### src/rtl/mips_mem_pkg.sv
// Shared types and helpers for the MIPS data-memory access unit.
// Op codes, FSM state encoding and access-size decode live here.
package mips_mem_pkg;

   typedef enum logic [3:0] {
      LB  = 4'd0,
      LBU = 4'd1,
      LH  = 4'd2,
      LHU = 4'd3,
      LW  = 4'd4,
      SB  = 4'd5,
      SH  = 4'd6,
      SW  = 4'd7
   } mem_op_t;

   typedef logic [1:0] acc_state_t;
   localparam acc_state_t IDLE  = 2'd0;
   localparam acc_state_t ISSUE = 2'd1;
   localparam acc_state_t WAIT  = 2'd2;
   localparam acc_state_t DONE  = 2'd3;

   localparam logic [2:0] SIZE_NONE = 3'd0;
   localparam logic [2:0] SIZE_BYTE = 3'd1;
   localparam logic [2:0] SIZE_HALF = 3'd2;
   localparam logic [2:0] SIZE_WORD = 3'd4;

   function automatic logic is_load(input logic [3:0] op);
      return (op == LB) || (op == LBU) || (op == LH) || (op == LHU) || (op == LW);
   endfunction

   function automatic logic is_store(input logic [3:0] op);
      return (op == SB) || (op == SH) || (op == SW);
   endfunction

   // Illegal codes map to SIZE_NONE so they can never look misaligned.
   function automatic logic [2:0] op_size(input logic [3:0] op);
      logic [2:0] sz;
      case (op)
         LB, LBU, SB: sz = SIZE_BYTE;
         LH, LHU, SH: sz = SIZE_HALF;
         LW, SW:      sz = SIZE_WORD;
         default:     sz = SIZE_NONE;
      endcase
      return sz;
   endfunction

endpackage

### src/rtl/mips_load_extract.sv
// Lane select and sign/zero extension of a read word.
// Byte at memory offset k arrives on rdata[31-8k -: 8].
module mips_load_extract
   import mips_mem_pkg::*;
(
   input  logic [31:0] rdata,
   input  logic [1:0]  offset,
   input  logic [3:0]  op,
   output logic [31:0] result
);

   logic [3:0][7:0] lane;
   logic [1:0]      hi_off;
   logic [7:0]      sel_b;
   logic [15:0]     sel_h;

   always_comb begin
      for (int k = 0; k < 4; k++) begin
         lane[k] = rdata[31-8*k -: 8];
      end
      hi_off = offset + 2'd1;
      sel_b  = lane[offset];
      sel_h  = {lane[hi_off], lane[offset]};
      case (op)
         LB:      result = {{24{sel_b[7]}}, sel_b};
         LBU:     result = {24'h0, sel_b};
         LH:      result = {{16{sel_h[15]}}, sel_h};
         LHU:     result = {16'h0, sel_h};
         LW:      result = {lane[3], lane[2], lane[1], lane[0]};
         default: result = 32'h0;
      endcase
   end

endmodule

### src/rtl/mips_mem_access_unit.sv
// CPU-side load/store initiator for the byte-addressed data memory.
// One request at a time: IDLE -> ISSUE -> (WAIT) -> DONE -> IDLE.
module mips_mem_access_unit
   import mips_mem_pkg::*;
#(
   parameter bit CHECK_ALIGN = 1'b1
)
(
   input  logic        clk,
   input  logic        reset,
   input  logic        req,
   input  logic [3:0]  op,
   input  logic [31:0] addr,
   input  logic [31:0] store_data,
   output logic        ready,
   output logic        done,
   output logic [31:0] load_data,
   output logic        misaligned,
   output logic        mem_active,
   output logic [31:0] mem_addr,
   output logic        mem_wr_en,
   output logic        mem_read_en,
   output logic [3:0]  mem_byte_en,
   output logic [31:0] mem_wdata,
   input  logic [31:0] mem_rdata
);

   acc_state_t  state;
   logic [3:0]  lat_op;
   logic [1:0]  lat_off;

   logic [2:0]  req_size;
   logic [1:0]  eff_off;
   logic        legal;
   logic        bad_align;
   logic [3:0]  req_be;
   logic [31:0] req_wdata;
   logic [31:0] ext_data;

   // Request decode: offset, alignment and the store-lane image.
   // Replicating the source bytes puts them on the right lanes for any legal offset.
   always_comb begin
      req_size  = op_size(op);
      legal     = is_load(op) | is_store(op);
      eff_off   = addr[1:0];
      bad_align = 1'b0;
      if (CHECK_ALIGN) begin
         bad_align = ((req_size == SIZE_HALF) && addr[0]) ||
                     ((req_size == SIZE_WORD) && (addr[1:0] != 2'b00));
      end else if (req_size == SIZE_HALF) begin
         eff_off = {addr[1], 1'b0};
      end else if (req_size == SIZE_WORD) begin
         eff_off = 2'b00;
      end
      case (req_size)
         SIZE_BYTE: begin
            req_be    = 4'b0001 << eff_off;
            req_wdata = {4{store_data[7:0]}};
         end
         SIZE_HALF: begin
            req_be    = 4'b0011 << eff_off;
            req_wdata = {2{store_data[15:0]}};
         end
         SIZE_WORD: begin
            req_be    = 4'b1111;
            req_wdata = store_data;
         end
         default: begin
            req_be    = 4'b0000;
            req_wdata = 32'h0;
         end
      endcase
   end

   mips_load_extract u_extract (
      .rdata  (mem_rdata),
      .offset (lat_off),
      .op     (lat_op),
      .result (ext_data)
   );

   assign ready = (state == IDLE);
   assign done  = (state == DONE);

   always_ff @(posedge clk or posedge reset) begin
      if (reset) begin
         state       <= IDLE;
         lat_op      <= 4'h0;
         lat_off     <= 2'b00;
         load_data   <= 32'h0;
         misaligned  <= 1'b0;
         mem_active  <= 1'b0;
         mem_addr    <= 32'h0;
         mem_wr_en   <= 1'b0;
         mem_read_en <= 1'b0;
         mem_byte_en <= 4'h0;
         mem_wdata   <= 32'h0;
      end else begin
         mem_active  <= 1'b1;
         mem_wr_en   <= 1'b0;
         mem_read_en <= 1'b0;
         case (state)
            IDLE: begin
               if (req) begin
                  if (!legal) begin
                     misaligned <= 1'b0;
                     state      <= DONE;
                  end else if (bad_align) begin
                     misaligned <= 1'b1;
                     state      <= DONE;
                  end else begin
                     misaligned  <= 1'b0;
                     lat_op      <= op;
                     lat_off     <= eff_off;
                     mem_addr    <= {addr[31:2], 2'b00};
                     mem_byte_en <= req_be;
                     if (is_store(op)) begin
                        mem_wr_en <= 1'b1;
                        mem_wdata <= req_wdata;
                     end else begin
                        mem_read_en <= 1'b1;
                     end
                     state <= ISSUE;
                  end
               end
            end
            ISSUE: begin
               mem_byte_en <= 4'h0;
               state       <= is_store(lat_op) ? DONE : WAIT;
            end
            WAIT: begin
               load_data <= ext_data;
               state     <= DONE;
            end
            DONE: state <= IDLE;
            default: state <= IDLE;
         endcase
      end
   end

endmodule

### config.mk
export PLATFORM = sky130hd
export DESIGN_NAME = mips_mem_access_unit
export DESIGN_NICKNAME = d
export VERILOG_FILES = /design/src/rtl/mips_mem_pkg.sv /design/src/rtl/mips_load_extract.sv /design/src/rtl/mips_mem_access_unit.sv
export SDC_FILE = /design/constraint.sdc
export NUM_CORES = 1
export LEC_CHECK = 0
export ABC_AREA = 1
export BUFFER_PORTS_ARGS = -buffer_cell sky130_fd_sc_hd__buf_2
export CAP_MARGIN = 0
export CORE_MARGIN = 10
export CORE_UTILIZATION = 51
export DETAILED_ROUTE_END_ITERATION = 8
export GPL_TIMING_DRIVEN = 0
export PLACE_DENSITY = 0.81
export SLEW_MARGIN = 20
export SYNTH_ARGS = -nofsm -noshare
export SYNTH_HDL_FRONTEND = slang
export SYNTH_HIERARCHICAL = 1
export SYNTH_SLANG_ARGS = --single-unit
### constraint.sdc
create_clock -name clk -period 4.53 [get_ports clk]
set_input_delay 0.906 -clock clk [delete_from_list [all_inputs] [get_ports clk]]
set_output_delay 0.906 -clock clk [all_outputs]
set_load 0.01 [all_outputs]
### Yosys cells after proc, flatten, opt, wreduce, memory -nomap -nowiden

Memory sizes are Yosys's and may differ from the RTL's.
Cells that the tools add are included.

* bitwise operators: 2
* reductions and logical operators: 20
* add/subtract/negate cells: 1
* order comparisons: 2
* multipliers: 0
* div/mod/pow operators: 0
* equal/unequal tests: 23
* shift-type cells: 2
* multiplexer cells: 29

Operators by type and width (number)
* 32-bit one-hot mux with 5 select lines: 1
* 32-bit one-hot mux with 3 select lines: 1
* 8-bit binary-select mux with 2-bit select: 2
* 4-bit by 3-bit equality test with 1-bit output, second input constant: 8
* 4-bit by 2-bit equality test with 1-bit output, second input constant: 4
* 8-bit 2-to-1 mux: 2
* 1-bit 2-to-1 mux: 13
* 4-bit 2-to-1 mux: 3
* 4-bit one-hot mux with 3 select lines: 1
* 1-bit logical OR: 9
* 4-bit by 1-bit equality test with 1-bit output, second input constant: 2
* 4-bit logical NOT: 2
* 2-bit one-hot mux with 4 select lines: 1
* 4-bit one-hot mux with 2 select lines: 1
* 4-bit AND reduction: 2
* 2-bit by 3-bit < comparator with 1-bit output, second input constant: 2
* 2-bit 2-to-1 mux: 3
* 5-bit AND reduction: 1
* 2-bit equality test, second input constant: 2
* 2-bit != test, second input constant: 2
* 2-bit nonzero test: 2
* 1-bit by 2-bit << shifter with 4-bit output, first input constant: 1
* 2-bit by 2-bit << shifter with 4-bit output, first input constant: 1
* 3-bit by 1-bit equality test with 1-bit output, second input constant: 1
* 11 further kinds: 12

* flip-flop bits (word level): 110
* input bits: 103
* latch bits: 0
* bits in read-only memories: 24
* memories: 1
* output and inout port bits: 106
* bits in writable memories: 0
* logic and storage cells: 91

Memory list
* (no name shown): depth 8, width 3, read ports 1, clocked after memory_dff 0, wr ports 0, RTL line mips_mem_pkg.sv:38 `case (op)`

### Depth between registers and ports, before layout

Gate-level depths: netlist of run 1.

* depth after elaboration: 9
* mapped depth: 12
* depth with buffers taken out: 11

### Cells and area by module

The synthesis of run 1 kept the hierarchy.

By module, submodules not included
* mips_mem_access_unit: cells each 546, area an instance 4929.7 um^2, seq. area each 2752.6 um^2, times used 1
* mips_load_extract: cells each 218, area an instance 1079.8 um^2, seq. area each 0.0 um^2, times used 1

### Worst setup path after synthesis of run 1

Ideal clock, no wire load.

* path kind: input-to-reg
* from: in op[0]
* to: reg mem_wdata[10]
* library setup time: 0.116 ns
* required time: 4.414 ns
* slack: 2.284 ns
* buffers on the path: 1
* cell stages on the path: 11
* arrival: 2.130 ns
* cells stage by stage: inv_1 > ha_1 > nor2_2 > nand2_2 > buf_2 > nand3_2 > clkinv_1 > nand2_1 > nand3_1 > nand2_1 > nand2_1

* longest elaborated chain between the ends: 7
* elaborated cells between the ends (all ways): 26
* classes of those cells: eq/ne: 10; mux: 2; bitwise: 2; reduce/logical: 11; memory: 1

Ends and longest elaborated chain
* from (decl): RTL line mips_mem_access_unit.sv:12 `input logic [3:0] op,`
* memory read 8 x 3 bit (tied with other cells)
* 3-bit 2-to-1 mux / 1-bit logical OR (equally long branches): RTL line mips_mem_pkg.sv:38, mips_mem_pkg.sv:28
* 3-bit by 2-bit equality test with 1-bit output (tied with other cells): RTL line mips_mem_access_unit.sv:48, mips_mem_access_unit.sv:55
* 1-bit logical AND (tied with other cells): RTL line mips_mem_access_unit.sv:48 `bad_align = ((req_size == SIZE_HALF) && addr[0]) ||`
* 1-bit logical OR (on tied branches): RTL line mips_mem_access_unit.sv:48, mips_mem_pkg.sv:28
* 1-bit inverter (no source line) / 1-bit bitwise OR (equally long branches)
* 5-bit AND reduction (no source line)
* to (signal assigned): RTL line mips_mem_access_unit.sv:119 `mem_wdata <= req_wdata;`
* to (decl): RTL line mips_mem_access_unit.sv:24 `output logic [31:0] mem_wdata,`

Parallel ways exist; a longest one is shown, timed or not.
A chain may end at the register's enable or synchronous reset.

### Worst setup path after layout of run 1

* from: in op[1]
* to: reg mem_wdata[25]

Same word-level chain as after synthesis.

==> results of run 1 <==
-- metrics by stage --
step / cells / util [%]
2_1_floorplan: 765 / -
3_3_place_gp: 1113 / 62.95
3_5_place_dp: 1114 / 63.23
4_1_cts: 1130 / 66.03
5_1_grt: 1130 / 66.03
6_report: 1131 / 66.06
-- final timing paths --
path | end | slack [ps]
worst max-delay path | mem_wdata[25]$_DFFE_PP0P_ | 2160
worst min-delay path | mem_wdata[31]$_DFFE_PP0P_ | 480
worst max register to register | mem_wdata[23]$_DFFE_PP0P_ | 2450
worst min register to register | mem_wdata[31]$_DFFE_PP0P_ | 480
max in group asynchronous | mem_addr[6]$_DFFE_PP0P_ | 3330
min in group asynchronous | load_data[21]$_DFFE_PP0N_ | 530
-- sequential cells by signal, indices dropped and copies added (netlist names) --
name / count
mem_read_en: 1
mem_addr: 30
mem_active: 1
load_data: 32
mem_byte_en: 4
lat_off: 2
state: 2
lat_op: 4
mem_wr_en: 1
mem_wdata: 32
misaligned: 1
-- layer usage --
metal / global-route usage [%] / vias up
met5: 0 / -
met4: 7.400 / 0
met3: 7.926 / 39
met2: 36.43 / 275
met1: 25.05 / 2723
li1: - / 2866
-- area by class of cell --
class                           instances  area (sq um)  area share (%)
Antenna cell                            1         2.502         0.03304
Buffer                                 37         241.5           3.188
Clock buffer                            9         225.2           2.973
Clock inverter                          7         96.34           1.272
Inverter                               28         110.1           1.454
Multi-Input combinational cell        590          2914           38.47
Sequential cell                       110          2753           36.34
Tap cell                              143         178.9           2.362
Timing Repair Buffer                  206          1054           13.91
-- synthesized netlist by cell type --
library cell               instances  area share (%)
sky130_fd_sc_hd__nand2_1         380              24
sky130_fd_sc_hd__dfrtp_1         110              46
sky130_fd_sc_hd__nand3_1          73             6.1
sky130_fd_sc_hd__mux2_2           32             6.0
sky130_fd_sc_hd__inv_1            19             1.2
sky130_fd_sc_hd__o21ai_0          16             1.3
sky130_fd_sc_hd__nand3_2          14             2.3
sky130_fd_sc_hd__nor2_1           14            0.87
sky130_fd_sc_hd__buf_2            13             1.1
sky130_fd_sc_hd__buf_4            13             1.6
sky130_fd_sc_hd__nand4_1          10             1.0
sky130_fd_sc_hd__and2_1            8            0.83
sky130_fd_sc_hd__ha_1              8             1.7
sky130_fd_sc_hd__inv_2             8            0.50
sky130_fd_sc_hd__nand2_2           6            0.62
sky130_fd_sc_hd__buf_6             5            0.94
sky130_fd_sc_hd__o21ai_1           5            0.42
sky130_fd_sc_hd__nor2_2            4            0.42
sky130_fd_sc_hd__nor2_4            4            0.75
sky130_fd_sc_hd__buf_1             3            0.19
sky130_fd_sc_hd__clkbuf_1          3            0.19
sky130_fd_sc_hd__nand2_4           3            0.56
sky130_fd_sc_hd__a31oi_1           2            0.21
sky130_fd_sc_hd__conb_1            2            0.12
sky130_fd_sc_hd__a21oi_1           1           0.083
sky130_fd_sc_hd__a22o_1            1            0.15
sky130_fd_sc_hd__clkinv_1          1           0.062
sky130_fd_sc_hd__nand3b_4          1            0.33
sky130_fd_sc_hd__nand4_2           1            0.21
sky130_fd_sc_hd__nor3_4            1            0.27
sky130_fd_sc_hd__nor3b_1           1            0.12
sky130_fd_sc_hd__o211ai_1          1            0.12
sky130_fd_sc_hd__o21ai_2           1            0.15
-- critical path, delay by kind of cell --
| kind | cells | cell delay (ps) |
|---|---|---|
| adder cells (fa/ha/maj) | 1 | 290 |
| buffers and inverters | 4 | 670 |
| AND/OR/NAND/NOR | 7 | 730 |
-- placed cells by master (no fill, tap or decap), drive strengths merged, types with 3 or more instances in the layout --
| cell | n |
|---|---|
| clkinv | 5 |
| nor2 | 22 |
| o21ai | 22 |
| nand2 | 389 |
| clkbuf | 12 |
| buf | 240 |
| mux2 | 32 |
| conb | 3 |
| ha | 8 |
| inv | 28 |
| nand4 | 11 |
| and2 | 8 |
| dfrtp | 110 |
| nand3 | 87 |
-- power groups by stage --
stage	logic (mW)	clock network, mW	registers (mW)
after floorplan	1.31	0	1.67
after global placement	2.15	0	1.52
after detailed placement	2.22	0	1.53
after CTS	2.22	0.850	1.52
after global routing	2.44	0.892	1.57
final	2.22	0.833	1.53
-- logic make-up (layout without fill, tap and decap cells) --
logic type,after synthesis,after routing
fa+ha+maj,8,8
flops,110,110
buf+inv,65,287
other cells,2,4
mux,32,32
simple gates,520,520
compound gates,27,27
==> impl_metrics.xml, run 1 <==
<?xml version="1.0" encoding="UTF-8"?>
<metrics>
  <group name="global_route">
    <metric name="antenna_found_initial" unit="">0</metric>
    <metric name="grt_usage" unit="%">21.67</metric>
    <metric name="grt_first_pass_wirelength" unit="um">29110</metric>
    <metric name="grt.overflow.total" unit="">0</metric>
    <metric name="pin_count_of_the_biggest_net_entering_global_routing" unit="">79</metric>
    <metric name="grt_pass1_vias" unit="">5858</metric>
  </group>
  <group name="placement">
    <metric name="io_buffer_count" unit="">205</metric>
    <metric name="post_placement_worst_setup_slack" unit="ps">1840</metric>
    <metric name="place_congestion" unit="">0.9421</metric>
    <metric name="hpwl" unit="um">14340</metric>
    <metric name="place_area" unit="sq um">7251</metric>
  </group>
  <group name="detailed_routing">
    <metric name="finalWirelength" unit="um">18580</metric>
    <metric name="route.detailed.wl_per_inst" unit="um">16.42</metric>
    <metric name="detailroute.via_count" unit="">5903</metric>
    <metric name="remaining_drc_errors" unit="">0</metric>
    <metric name="met2_wirelength" unit="um">9023</metric>
    <metric name="first_pass_iters" unit="">5</metric>
    <metric name="route.detailed.vias_per_inst" unit="">5.219</metric>
    <metric name="m1WireLength" unit="um">7057</metric>
    <metric name="topRoutingLayerUsed" unit="">met4</metric>
    <metric name="drtAntennaViolNets" unit="">0</metric>
    <metric name="initialDrtViolationCount" unit="">572</metric>
    <metric name="met3_length" unit="um">2047</metric>
  </group>
  <group name="critical_path">
    <metric name="timing.critical_path.arrival" unit="ps">2620</metric>
    <metric name="worst_ep_required_time" unit="ps">4770</metric>
    <metric name="regToRegStartpoint" unit="">state[0]$_DFFE_PP0P_</metric>
    <metric name="critical_path.cell_chain" unit="">buf_2, inv_1, ha_1, nor2_2, nand2_2, buf_2, nand3_2, clkinv_1, nand2_1, nand3_1, nand2_1, nand2_1</metric>
    <metric name="cpPeakStageDelay" unit="ps">290</metric>
    <metric name="worst_setup_path_start_kind" unit="">input pin</metric>
    <metric name="criticalPathCategory" unit="">input pin to register</metric>
    <metric name="timing.critical_path.mode_cell" unit="">sky130_fd_sc_hd__nand2_1</metric>
    <metric name="cp-end-kind" unit="">register</metric>
    <metric name="cpMaxStageDelayCell" unit="">sky130_fd_sc_hd__ha_1</metric>
    <metric name="worst_path_fanout_max" unit="">10</metric>
    <metric name="timing.critical_path.from" unit="">op[1]</metric>
    <metric name="r2r_cells" unit="">10</metric>
  </group>
  <group name="synthesis">
    <metric name="synth-simple-area-share" unit="%">38.18</metric>
    <metric name="synthMuxAreaShare" unit="%">5.996</metric>
    <metric name="ys.warnings.count" unit="">6</metric>
    <metric name="syn_area_per_cell" unit="sq um">7.866</metric>
    <metric name="yosys_register_bits" unit="">110</metric>
    <metric name="yosys.area_share.adder" unit="%">1.666</metric>
    <metric name="xor_xnor_share_of_the_synthesized_area" unit="%">0</metric>
    <metric name="synth.cell_area" unit="sq um">6010</metric>
    <metric name="synthCells" unit="">764</metric>
    <metric name="seq_area_frac_synth" unit="%">45.80</metric>
    <metric name="synth_compound_area_share" unit="%">2.457</metric>
    <metric name="synth_top_family_by_area" unit="">simple AND/OR/NAND/NOR gates</metric>
    <metric name="synthDistinctLibCells" unit="">33</metric>
  </group>
  <group name="sta">
    <metric name="fmax" unit="MHz">421.5</metric>
    <metric name="setup_slack" unit="ps">2157</metric>
    <metric name="finClkSkew" unit="ps">12.71</metric>
    <metric name="report.final.setup_viol" unit="">0</metric>
    <metric name="worst_hold_check_slack" unit="ps">476.0</metric>
    <metric name="grt_setup_unrepaired" unit="">false</metric>
    <metric name="worst_slew_margin_rel" unit="%">56.36</metric>
    <metric name="final_max_slew_viol_count" unit="">0</metric>
    <metric name="totalNegativeSetupSlack" unit="ps">0</metric>
    <metric name="final.min_clock_period" unit="ps">2373</metric>
    <metric name="finalHoldViolCount" unit="">0</metric>
    <metric name="worstMarginPinSlew" unit="ps">654.6</metric>
    <metric name="fin_crit_sh" unit="%">52.38</metric>
  </group>
  <group name="floorplanning">
    <metric name="design.core.area" unit="sq um">11470</metric>
    <metric name="floorplan.die.height" unit="um">128.6</metric>
    <metric name="initial_core_util" unit="%">52.41</metric>
    <metric name="die_w" unit="um">128.6</metric>
    <metric name="fp-row-count" unit="">39</metric>
    <metric name="top_level_ports" unit="">209</metric>
    <metric name="die_area" unit="sq um">16530</metric>
  </group>
  <group name="final_layout">
    <metric name="area_growth_syn_to_layout" unit="%">26.05</metric>
    <metric name="final_layout_size_suffix_gt1_share" unit="%">33.33</metric>
    <metric name="layout.nets" unit="">1093</metric>
    <metric name="final_std_cell_area_no_fill" unit="sq um">7575</metric>
    <metric name="fillers" unit="">1056</metric>
  </group>
  <group name="clock_tree">
    <metric name="clock_tree.buffer_depth" unit="">2</metric>
    <metric name="worstSkewPairLatency" unit="ps">350</metric>
    <metric name="tritoncts" unit="">built</metric>
    <metric name="cts_made_buffers" unit="">9</metric>
    <metric name="h_tree_levels" unit="">3</metric>
    <metric name="clock_sink_count" unit="">110</metric>
    <metric name="clockRootBuffer" unit="">sky130_fd_sc_hd__clkbuf_16</metric>
    <metric name="cts.reportedPaths.clkPinSlew" unit="ps">80</metric>
    <metric name="post_cts.repair.setup_buffers" unit="">0</metric>
    <metric name="post_cts.resized_instances" unit="">0</metric>
    <metric name="postCtsHoldBufs" unit="">0</metric>
  </group>
  <group name="status">
    <metric name="status" unit="">finished clean</metric>
  </group>
  <group name="power_and_ir_drop">
    <metric name="clock_power_share" unit="%">18.2</metric>
    <metric name="seqPwrFrac" unit="%">33.4</metric>
    <metric name="pwr-share-comb" unit="%">48.4</metric>
    <metric name="p_sw" unit="mW">1.890</metric>
    <metric name="power_switching_share" unit="%">41.32</metric>
    <metric name="pwr_density_cell" unit="nW/um^2">604.0</metric>
    <metric name="ir_worst_vdd" unit="mV">0.3526</metric>
    <metric name="power.static_leakage" unit="nW">4.493</metric>
    <metric name="cell_internal_pwr" unit="mW">2.685</metric>
    <metric name="power.total" unit="mW">4.575</metric>
  </group>
  <group name="hold_path">
    <metric name="worstHoldStart" unit="">mem_wdata[31]$_DFFE_PP0P_</metric>
    <metric name="timing.hold.worst.class" unit="">register to register</metric>
    <metric name="whs_path_depth" unit="">2</metric>
  </group>
  <group name="flow_run">
    <metric name="cap_violations" unit="">0</metric>
  </group>
</metrics>
(Power assumes the default switching activity.)
==> run 2, diff against run 1 <==
--- a/config.mk
+++ b/config.mk
@@ -9,10 +9,10 @@
 export BUFFER_PORTS_ARGS = -buffer_cell sky130_fd_sc_hd__buf_2
 export CAP_MARGIN = 0
 export CORE_MARGIN = 10
-export CORE_UTILIZATION = 51
+export CORE_UTILIZATION = 46
 export DETAILED_ROUTE_END_ITERATION = 8
 export GPL_TIMING_DRIVEN = 0
-export PLACE_DENSITY = 0.81
+export PLACE_DENSITY = 0.77
 export SLEW_MARGIN = 20
 export SYNTH_ARGS = -nofsm -noshare
 export SYNTH_HDL_FRONTEND = slang
==> constraint.sdc (replaced) <==
create_clock -name clk -period 2.1 [get_ports clk]
set_input_delay 0.42 -clock clk [delete_from_list [all_inputs] [get_ports clk]]
set_output_delay 0.42 -clock clk [all_outputs]
set_load 0.01 [all_outputs]
==> run 2 against run 1 <==
Against the previous run: sequential share of layout area decreased by 0.48 points; first-iteration DRC count shrank 10%; worst setup slack worse by 2000 ps; critical path depth decreased by 7; clock skew is 3.3 ps lower; count of clock-buffer cells in the layout unchanged; final area up 1.3%; sequential cell count unchanged; routed wire length fell by 1.6%; critical path type is now register to register; critical endpoint is now load_data[25]$_DFFE_PP0N_; highest routed layer unchanged.
==> impl_metrics.xml, run 2 (same netlist as run 1, synthesis figures left out) <==
<?xml version="1.0" encoding="UTF-8"?>
<metrics>
  <group name="critical_path">
    <metric name="criticalPathCategory" unit="">register to register</metric>
    <metric name="cp-end-kind" unit="">register</metric>
    <metric name="worst_setup_path_start_kind" unit="">register</metric>
    <metric name="cpMaxStageDelayCell" unit="">sky130_fd_sc_hd__buf_1</metric>
    <metric name="cpPeakStageDelay" unit="ps">490</metric>
    <metric name="worst_path_fanout_max" unit="">10</metric>
    <metric name="worst_ep_required_time" unit="ps">2340</metric>
    <metric name="path_delay_family" unit="">buffers and inverters</metric>
    <metric name="critical_path.cell_chain" unit="">inv_1, ha_1, clkbuf_1, buf_1, mux2_2</metric>
    <metric name="path_buf_inv" unit="">3</metric>
    <metric name="timing.critical_path.arrival" unit="ps">2210</metric>
  </group>
  <group name="power_and_ir_drop">
    <metric name="seqPwrFrac" unit="%">33.3</metric>
    <metric name="cell_internal_pwr" unit="mW">5.822</metric>
    <metric name="pwr-share-comb" unit="%">48.0</metric>
    <metric name="power_switching_share" unit="%">40.98</metric>
    <metric name="clock_power_share" unit="%">18.6</metric>
    <metric name="ir_worst_vdd" unit="mV">0.4399</metric>
    <metric name="power.static_leakage" unit="nW">4.521</metric>
    <metric name="pwr_density_cell" unit="nW/um^2">1285</metric>
    <metric name="p_sw" unit="mW">4.042</metric>
    <metric name="power.total" unit="mW">9.864</metric>
  </group>
  <group name="clock_tree">
    <metric name="clock_tree.buffer_depth" unit="">2</metric>
    <metric name="clock_sink_count" unit="">110</metric>
    <metric name="clockRootBuffer" unit="">sky130_fd_sc_hd__clkbuf_16</metric>
    <metric name="tritoncts" unit="">built</metric>
    <metric name="cts_made_buffers" unit="">9</metric>
    <metric name="postCtsHoldBufs" unit="">0</metric>
    <metric name="worstSkewPairLatency" unit="ps">350</metric>
    <metric name="cts.reportedPaths.clkPinSlew" unit="ps">80</metric>
    <metric name="h_tree_levels" unit="">3</metric>
  </group>
  <group name="sta">
    <metric name="setup_slack" unit="ps">128.6</metric>
    <metric name="finalHoldViolCount" unit="">0</metric>
    <metric name="fin_crit_sh" unit="%">93.88</metric>
    <metric name="final.min_clock_period" unit="ps">1971</metric>
    <metric name="worstMarginPinSlew" unit="ps">584.1</metric>
    <metric name="finClkSkew" unit="ps">9.407</metric>
    <metric name="worst_slew_margin_rel" unit="%">60.98</metric>
    <metric name="fmax" unit="MHz">507.2</metric>
    <metric name="final_max_slew_viol_count" unit="">0</metric>
    <metric name="report.final.setup_viol" unit="">0</metric>
    <metric name="grt_setup_unrepaired" unit="">false</metric>
  </group>
  <group name="final_layout">
    <metric name="area_growth_syn_to_layout" unit="%">27.73</metric>
    <metric name="final_layout_size_suffix_gt1_share" unit="%">33.94</metric>
    <metric name="layout.area.seq" unit="sq um">2753</metric>
    <metric name="top_library_cells_by_usage_in_the_layout_fill_and_taps_aside" unit="">sky130_fd_sc_hd__nand2_1, sky130_fd_sc_hd__buf_2, sky130_fd_sc_hd__dfrtp_1</metric>
    <metric name="layout.nets" unit="">1096</metric>
    <metric name="most_common_library_cell_in_the_layout_ignoring_fill_and_taps" unit="">sky130_fd_sc_hd__nand2_1</metric>
    <metric name="fillers" unit="">1244</metric>
    <metric name="reg_top3" unit="">load_data (32), mem_wdata (32), mem_addr (30)</metric>
    <metric name="area_of_combinational_cells_with_multiple_inputs" unit="sq um">2922</metric>
    <metric name="post_route_core_utilization" unit="%">60.34</metric>
  </group>
  <group name="detailed_routing">
    <metric name="first_pass_iters" unit="">5</metric>
    <metric name="drtAntennaViolNets" unit="">0</metric>
    <metric name="detailroute.via_count" unit="">5840</metric>
    <metric name="initialDrtViolationCount" unit="">513</metric>
    <metric name="route.detailed.vias_per_inst" unit="">5.017</metric>
    <metric name="route.detailed.wl_per_inst" unit="um">15.70</metric>
    <metric name="remaining_drc_errors" unit="">0</metric>
    <metric name="finalWirelength" unit="um">18270</metric>
  </group>
  <group name="global_route">
    <metric name="grt_use_met1" unit="%">22.99</metric>
    <metric name="grt_usage" unit="%">19.94</metric>
    <metric name="global_route.usage.met2" unit="%">32.77</metric>
    <metric name="grt.overflow.total" unit="">0</metric>
    <metric name="grt_pass1_vias" unit="">5826</metric>
    <metric name="antenna_found_initial" unit="">4</metric>
    <metric name="m3_gr_usage" unit="%">7.394</metric>
    <metric name="pin_count_of_the_biggest_net_entering_global_routing" unit="">32</metric>
    <metric name="grt_first_pass_wirelength" unit="um">29300</metric>
    <metric name="global_route.peak_usage_layer" unit="">met2</metric>
  </group>
  <group name="floorplanning">
    <metric name="die_area" unit="sq um">18040</metric>
    <metric name="floorplan.die.height" unit="um">134.3</metric>
    <metric name="design.core.area" unit="sq um">12720</metric>
    <metric name="initial_core_util" unit="%">47.24</metric>
    <metric name="die_w" unit="um">134.3</metric>
    <metric name="top_level_ports" unit="">209</metric>
    <metric name="fp-row-count" unit="">41</metric>
  </group>
  <group name="placement">
    <metric name="place_congestion" unit="">0.9318</metric>
    <metric name="hpwl" unit="um">14570</metric>
    <metric name="io_buffer_count" unit="">205</metric>
    <metric name="post_placement_worst_setup_slack" unit="ps">-138.1</metric>
  </group>
  <group name="hold_path">
    <metric name="timing.hold.worst.class" unit="">input pin to async pin</metric>
  </group>
  <group name="status">
    <metric name="status" unit="">finished clean</metric>
  </group>
  <group name="flow_run">
    <metric name="cap_violations" unit="">0</metric>
  </group>
</metrics>
run 2: cell types whose count changed in the layout (fill, tap and decap cells not counted), sizes merged:
cell    delta
clkinv     -4
inv        +4
buf        +2
clkbuf     +1
diode      +1
run 2: cell type report:
cell class	count	share of cell area, %
multi-input combinational	590	38.06
sequential	110	35.86
timing repair buffer	209	14.25
buffer	37	3.374
clock buffer	9	2.934
tap	172	2.804
inverter	28	1.418
clock inverter	7	1.239
antenna	2	0.06520
run 2: repair_timing:
action,in CTS,in global routing
setup endpoints to repair,0,56
setup buffers,0,1
resized for setup,0,11
run 2: power by group through the flow:
stage	logic [mW]	registers, mW	clock network [mW]
after floorplan	2.83	3.60	0
after global placement	4.65	3.30	0
after detailed placement	4.77	3.32	0
after CTS	4.78	3.29	1.89
after global routing	5.26	3.38	1.96
final	4.74	3.29	1.84
run 2: stage by stage:
stage	cell area, sq um	TNS, ps	hold WS (ps)	std cells
floorplan	6017	0	490.9	765
global placement	7258	-47120	457.2	1142
detailed placement	7318	-3772	459.8	1145
CTS	7639	0	127.3	1161
global route	7676	0	158.4	1164
finish	7676	0	121.0	1164
run 2: final timing paths:
kind / start / end / cells after the start / slack, ps
worst max-delay path: state[0]$_DFFE_PP0P_ / load_data[25]$_DFFE_PP0N_ / 5 / 130
min in group clk: addr[22] / mem_addr[22]$_DFFE_PP0P_ / 3 / 260
max in group asynchronous: reset / mem_addr[12]$_DFFE_PP0P_ / 5 / 1010
worst min register to register: mem_wdata[5]$_DFFE_PP0P_ / mem_wdata[5]$_DFFE_PP0P_ / 2 / 480
worst min-delay path: reset / mem_addr[4]$_DFFE_PP0P_ / 2 / 120
worst max register to register: state[0]$_DFFE_PP0P_ / load_data[25]$_DFFE_PP0N_ / 5 / 130
run 2: layer usage:
metal	wire (um)	vias up
li1	-	2873
met1	6993	2698
met2	8803	242
met3	2044	27
met4	431	0
met5	0	-
==> run 3, diff against run 2 <==
--- a/config.mk
+++ b/config.mk
@@ -11,7 +11,6 @@
 export CORE_MARGIN = 10
 export CORE_UTILIZATION = 46
 export DETAILED_ROUTE_END_ITERATION = 8
-export GPL_TIMING_DRIVEN = 0
 export PLACE_DENSITY = 0.77
 export SLEW_MARGIN = 20
 export SYNTH_ARGS = -nofsm -noshare
==> constraint.sdc (replaced) <==
create_clock -name clk -period 2.1 [get_ports clk]
set_input_delay 0.42 -clock clk [delete_from_list [all_inputs] [get_ports clk]]
set_output_delay 0.42 -clock clk [all_outputs]
set_load 0.02 [all_outputs]
==> run 3 against run 2 <==
Against the previous run: clock skew down 2.1 ps; register-to-register slack gained 70 ps; clock power decreased by 10%; critical path type unchanged; sequential share of layout area up 0.29 points; via count up 1.2%; final area down 0.80%; routed wire length grew 1.5%; final cell count shrank 1.0%; sequential power about the same; worst setup slack better by 71 ps; sequential cell count unchanged; largest cell class unchanged; count of clock-buffer cells in the layout up 4.
==> impl_metrics.xml, run 3 (same netlist as run 1, synthesis figures left out) <==
<?xml version="1.0" encoding="UTF-8"?>
<metrics>
  <group name="final_layout">
    <metric name="final_layout_size_suffix_gt1_share" unit="%">33.09</metric>
    <metric name="area_of_combinational_cells_with_multiple_inputs" unit="sq um">2937</metric>
    <metric name="area_growth_syn_to_layout" unit="%">26.71</metric>
    <metric name="layout.area.seq" unit="sq um">2753</metric>
    <metric name="reg_top3" unit="">load_data (32), mem_wdata (32), mem_addr (30)</metric>
    <metric name="post_route_core_utilization" unit="%">59.85</metric>
    <metric name="most_common_library_cell_in_the_layout_ignoring_fill_and_taps" unit="">sky130_fd_sc_hd__nand2_1</metric>
    <metric name="fillers" unit="">1215</metric>
    <metric name="final_std_cell_area_no_fill" unit="sq um">7615</metric>
    <metric name="top_library_cells_by_usage_in_the_layout_fill_and_taps_aside" unit="">sky130_fd_sc_hd__nand2_1, sky130_fd_sc_hd__buf_2, sky130_fd_sc_hd__dfrtp_1</metric>
    <metric name="instances_no_fill" unit="">1152</metric>
    <metric name="layout.nets" unit="">1085</metric>
  </group>
  <group name="sta">
    <metric name="final_max_slew_viol_count" unit="">0</metric>
    <metric name="finalHoldViolCount" unit="">0</metric>
    <metric name="worstMarginPinSlew" unit="ps">589.2</metric>
    <metric name="finClkSkew" unit="ps">7.317</metric>
    <metric name="fmax" unit="MHz">526.2</metric>
    <metric name="fin_crit_sh" unit="%">90.49</metric>
    <metric name="report.final.setup_viol" unit="">0</metric>
    <metric name="worst_slew_margin_rel" unit="%">60.72</metric>
    <metric name="final.min_clock_period" unit="ps">1900</metric>
  </group>
  <group name="clock_tree">
    <metric name="clock_tree.buffer_depth" unit="">2</metric>
    <metric name="tritoncts" unit="">built</metric>
    <metric name="cts.reportedPaths.clkPinSlew" unit="ps">70</metric>
    <metric name="worstSkewPairLatency" unit="ps">350</metric>
    <metric name="clock_sink_count" unit="">110</metric>
    <metric name="cts_made_buffers" unit="">9</metric>
    <metric name="postCtsHoldBufs" unit="">0</metric>
    <metric name="h_tree_levels" unit="">3</metric>
    <metric name="clockRootBuffer" unit="">sky130_fd_sc_hd__clkbuf_16</metric>
  </group>
  <group name="power_and_ir_drop">
    <metric name="ir_worst_vdd" unit="mV">0.5517</metric>
    <metric name="power.static_leakage" unit="nW">4.477</metric>
    <metric name="pwr_density_cell" unit="nW/um^2">1333</metric>
  </group>
  <group name="detailed_routing">
    <metric name="route.detailed.wl_per_inst" unit="um">16.10</metric>
    <metric name="route.detailed.vias_per_inst" unit="">5.128</metric>
    <metric name="finalWirelength" unit="um">18550</metric>
    <metric name="initialDrtViolationCount" unit="">413</metric>
    <metric name="first_pass_iters" unit="">5</metric>
    <metric name="drtAntennaViolNets" unit="">0</metric>
    <metric name="detailroute.via_count" unit="">5908</metric>
    <metric name="remaining_drc_errors" unit="">0</metric>
  </group>
  <group name="placement">
    <metric name="io_buffer_count" unit="">206</metric>
    <metric name="dpl.cell_count" unit="">1130</metric>
    <metric name="place_area" unit="sq um">7252</metric>
    <metric name="hpwl" unit="um">13500</metric>
    <metric name="place_congestion" unit="">0.9047</metric>
  </group>
  <group name="floorplanning">
    <metric name="die_w" unit="um">134.3</metric>
    <metric name="initial_core_util" unit="%">47.24</metric>
    <metric name="top_level_ports" unit="">209</metric>
    <metric name="design.core.area" unit="sq um">12720</metric>
    <metric name="die_area" unit="sq um">18040</metric>
    <metric name="floorplan.die.height" unit="um">134.3</metric>
    <metric name="fp-row-count" unit="">41</metric>
  </group>
  <group name="global_route">
    <metric name="grt_usage" unit="%">20.00</metric>
    <metric name="grt_first_pass_wirelength" unit="um">29150</metric>
    <metric name="grt.overflow.total" unit="">0</metric>
    <metric name="grt_pass1_vias" unit="">5753</metric>
    <metric name="pin_count_of_the_biggest_net_entering_global_routing" unit="">111</metric>
    <metric name="antenna_found_initial" unit="">2</metric>
  </group>
  <group name="flow_run">
    <metric name="cap_violations" unit="">0</metric>
  </group>
  <group name="critical_path">
    <metric name="worst_ep_required_time" unit="ps">2400</metric>
    <metric name="cp-end-kind" unit="">register</metric>
    <metric name="critical_path.cell_chain" unit="">inv_1, ha_1, inv_1, nor2_1, nand3_1, buf_4, nor2_4, nand3_1, nand2_1</metric>
    <metric name="cpPeakStageDelay" unit="ps">430</metric>
    <metric name="cpMaxStageDelayCell" unit="">sky130_fd_sc_hd__dfrtp_1</metric>
    <metric name="r2r-end" unit="">mem_byte_en[2]$_DFFE_PP0P_</metric>
    <metric name="criticalPathCategory" unit="">register to register</metric>
    <metric name="reg2reg_setup_slack" unit="ps">200</metric>
    <metric name="timing.critical_path.arrival" unit="ps">2200</metric>
    <metric name="worst_setup_path_start_kind" unit="">register</metric>
    <metric name="worst_path_fanout_max" unit="">17</metric>
    <metric name="regToRegStartpoint" unit="">state[0]$_DFFE_PP0P_</metric>
    <metric name="r2r_cells" unit="">9</metric>
  </group>
  <group name="hold_path">
    <metric name="timing.hold.worst.class" unit="">input pin to async pin</metric>
  </group>
  <group name="status">
    <metric name="status" unit="">finished clean</metric>
  </group>
</metrics>
-- run 3: changes by cell type in the layout (fill, tap and decap cells not counted), moves of 2 or more --
cell	before	now
sky130_fd_sc_hd__buf_1	2	0
sky130_fd_sc_hd__nor2_4	4	6
sky130_fd_sc_hd__buf_2	216	206
sky130_fd_sc_hd__inv_6	3	1
sky130_fd_sc_hd__buf_6	8	0
sky130_fd_sc_hd__buf_12	3	7
sky130_fd_sc_hd__buf_4	13	20
-- run 3: worst max-delay path by stage --
| stage | endpoint | from | slack [ps] |
|---|---|---|---|
| floorplan | mem_addr[10]$_DFFE_PP0P_ | state[0]$_DFFE_PP0P_ | 190 |
| global placement | mem_byte_en[3]$_DFFE_PP0P_ | op[0] | -110 |
| detailed placement | mem_wdata[28]$_DFFE_PP0P_ | op[0] | -160 |
| CTS | mem_wdata[28]$_DFFE_PP0P_ | state[0]$_DFFE_PP0P_ | 80 |
| global route | mem_byte_en[2]$_DFFE_PP0P_ | state[0]$_DFFE_PP0P_ | -20 |
| finish | mem_byte_en[2]$_DFFE_PP0P_ | state[0]$_DFFE_PP0P_ | 200 |
-- run 3: metrics by stage --
stage | setup TNS (ps) | power (mW) | worst slack, ps | hold slack (ps)
global placement | -3090 | 8.415 | -112.2 | 456.5
global route | -20.58 | 10.86 | -20.58 | 248.9
finish | 0 | 10.15 | 199.7 | 223.7
CTS | 0 | 10.23 | 82.39 | 236.8
floorplan | 0 | 6.953 | 191.8 | 490.9
detailed placement | -7401 | 8.534 | -164.2 | 459.6
-- run 3: what timing repair did --
item	CTS	global route
gates cloned	2	0
pin swaps	2	2
endpoints found under the setup margin	34	74
hold endpoints to repair	0	0
resized for setup	2	4
setup buffers	0	3
-- run 3: cell type report --
cell class | count | area share [%]
tap | 172 | 2.826
clock buffer | 13 | 3.286
timing repair buffer | 233 | 17.35
multi-input combinational | 592 | 38.56
sequential | 110 | 36.15
antenna | 1 | 0.03286
inverter | 28 | 1.430
clock inverter | 3 | 0.3615
-- run 3: power by group --
part	switching [mW]	internal, mW
combinational	3.24	1.95
clock	0.800	0.853
sequential	0.442	2.86
-- run 3: per-layer routing --
layer	vias to the layer above	track usage (%)	share of wire (%)
met2	279	33.70	48
met5	-	0	0.038
met3	33	7.842	11
li1	2849	-	-
met1	2745	22.87	39
met4	2	6.046	1.8
-- run 3: worst max-delay path: cells and delay by family, from the launching register on --
family,cells,cell delay (ps)
and+or+nand+nor,5,780
DFF,1,430
buffers and inverters,3,410
adders and majority gates,1,220
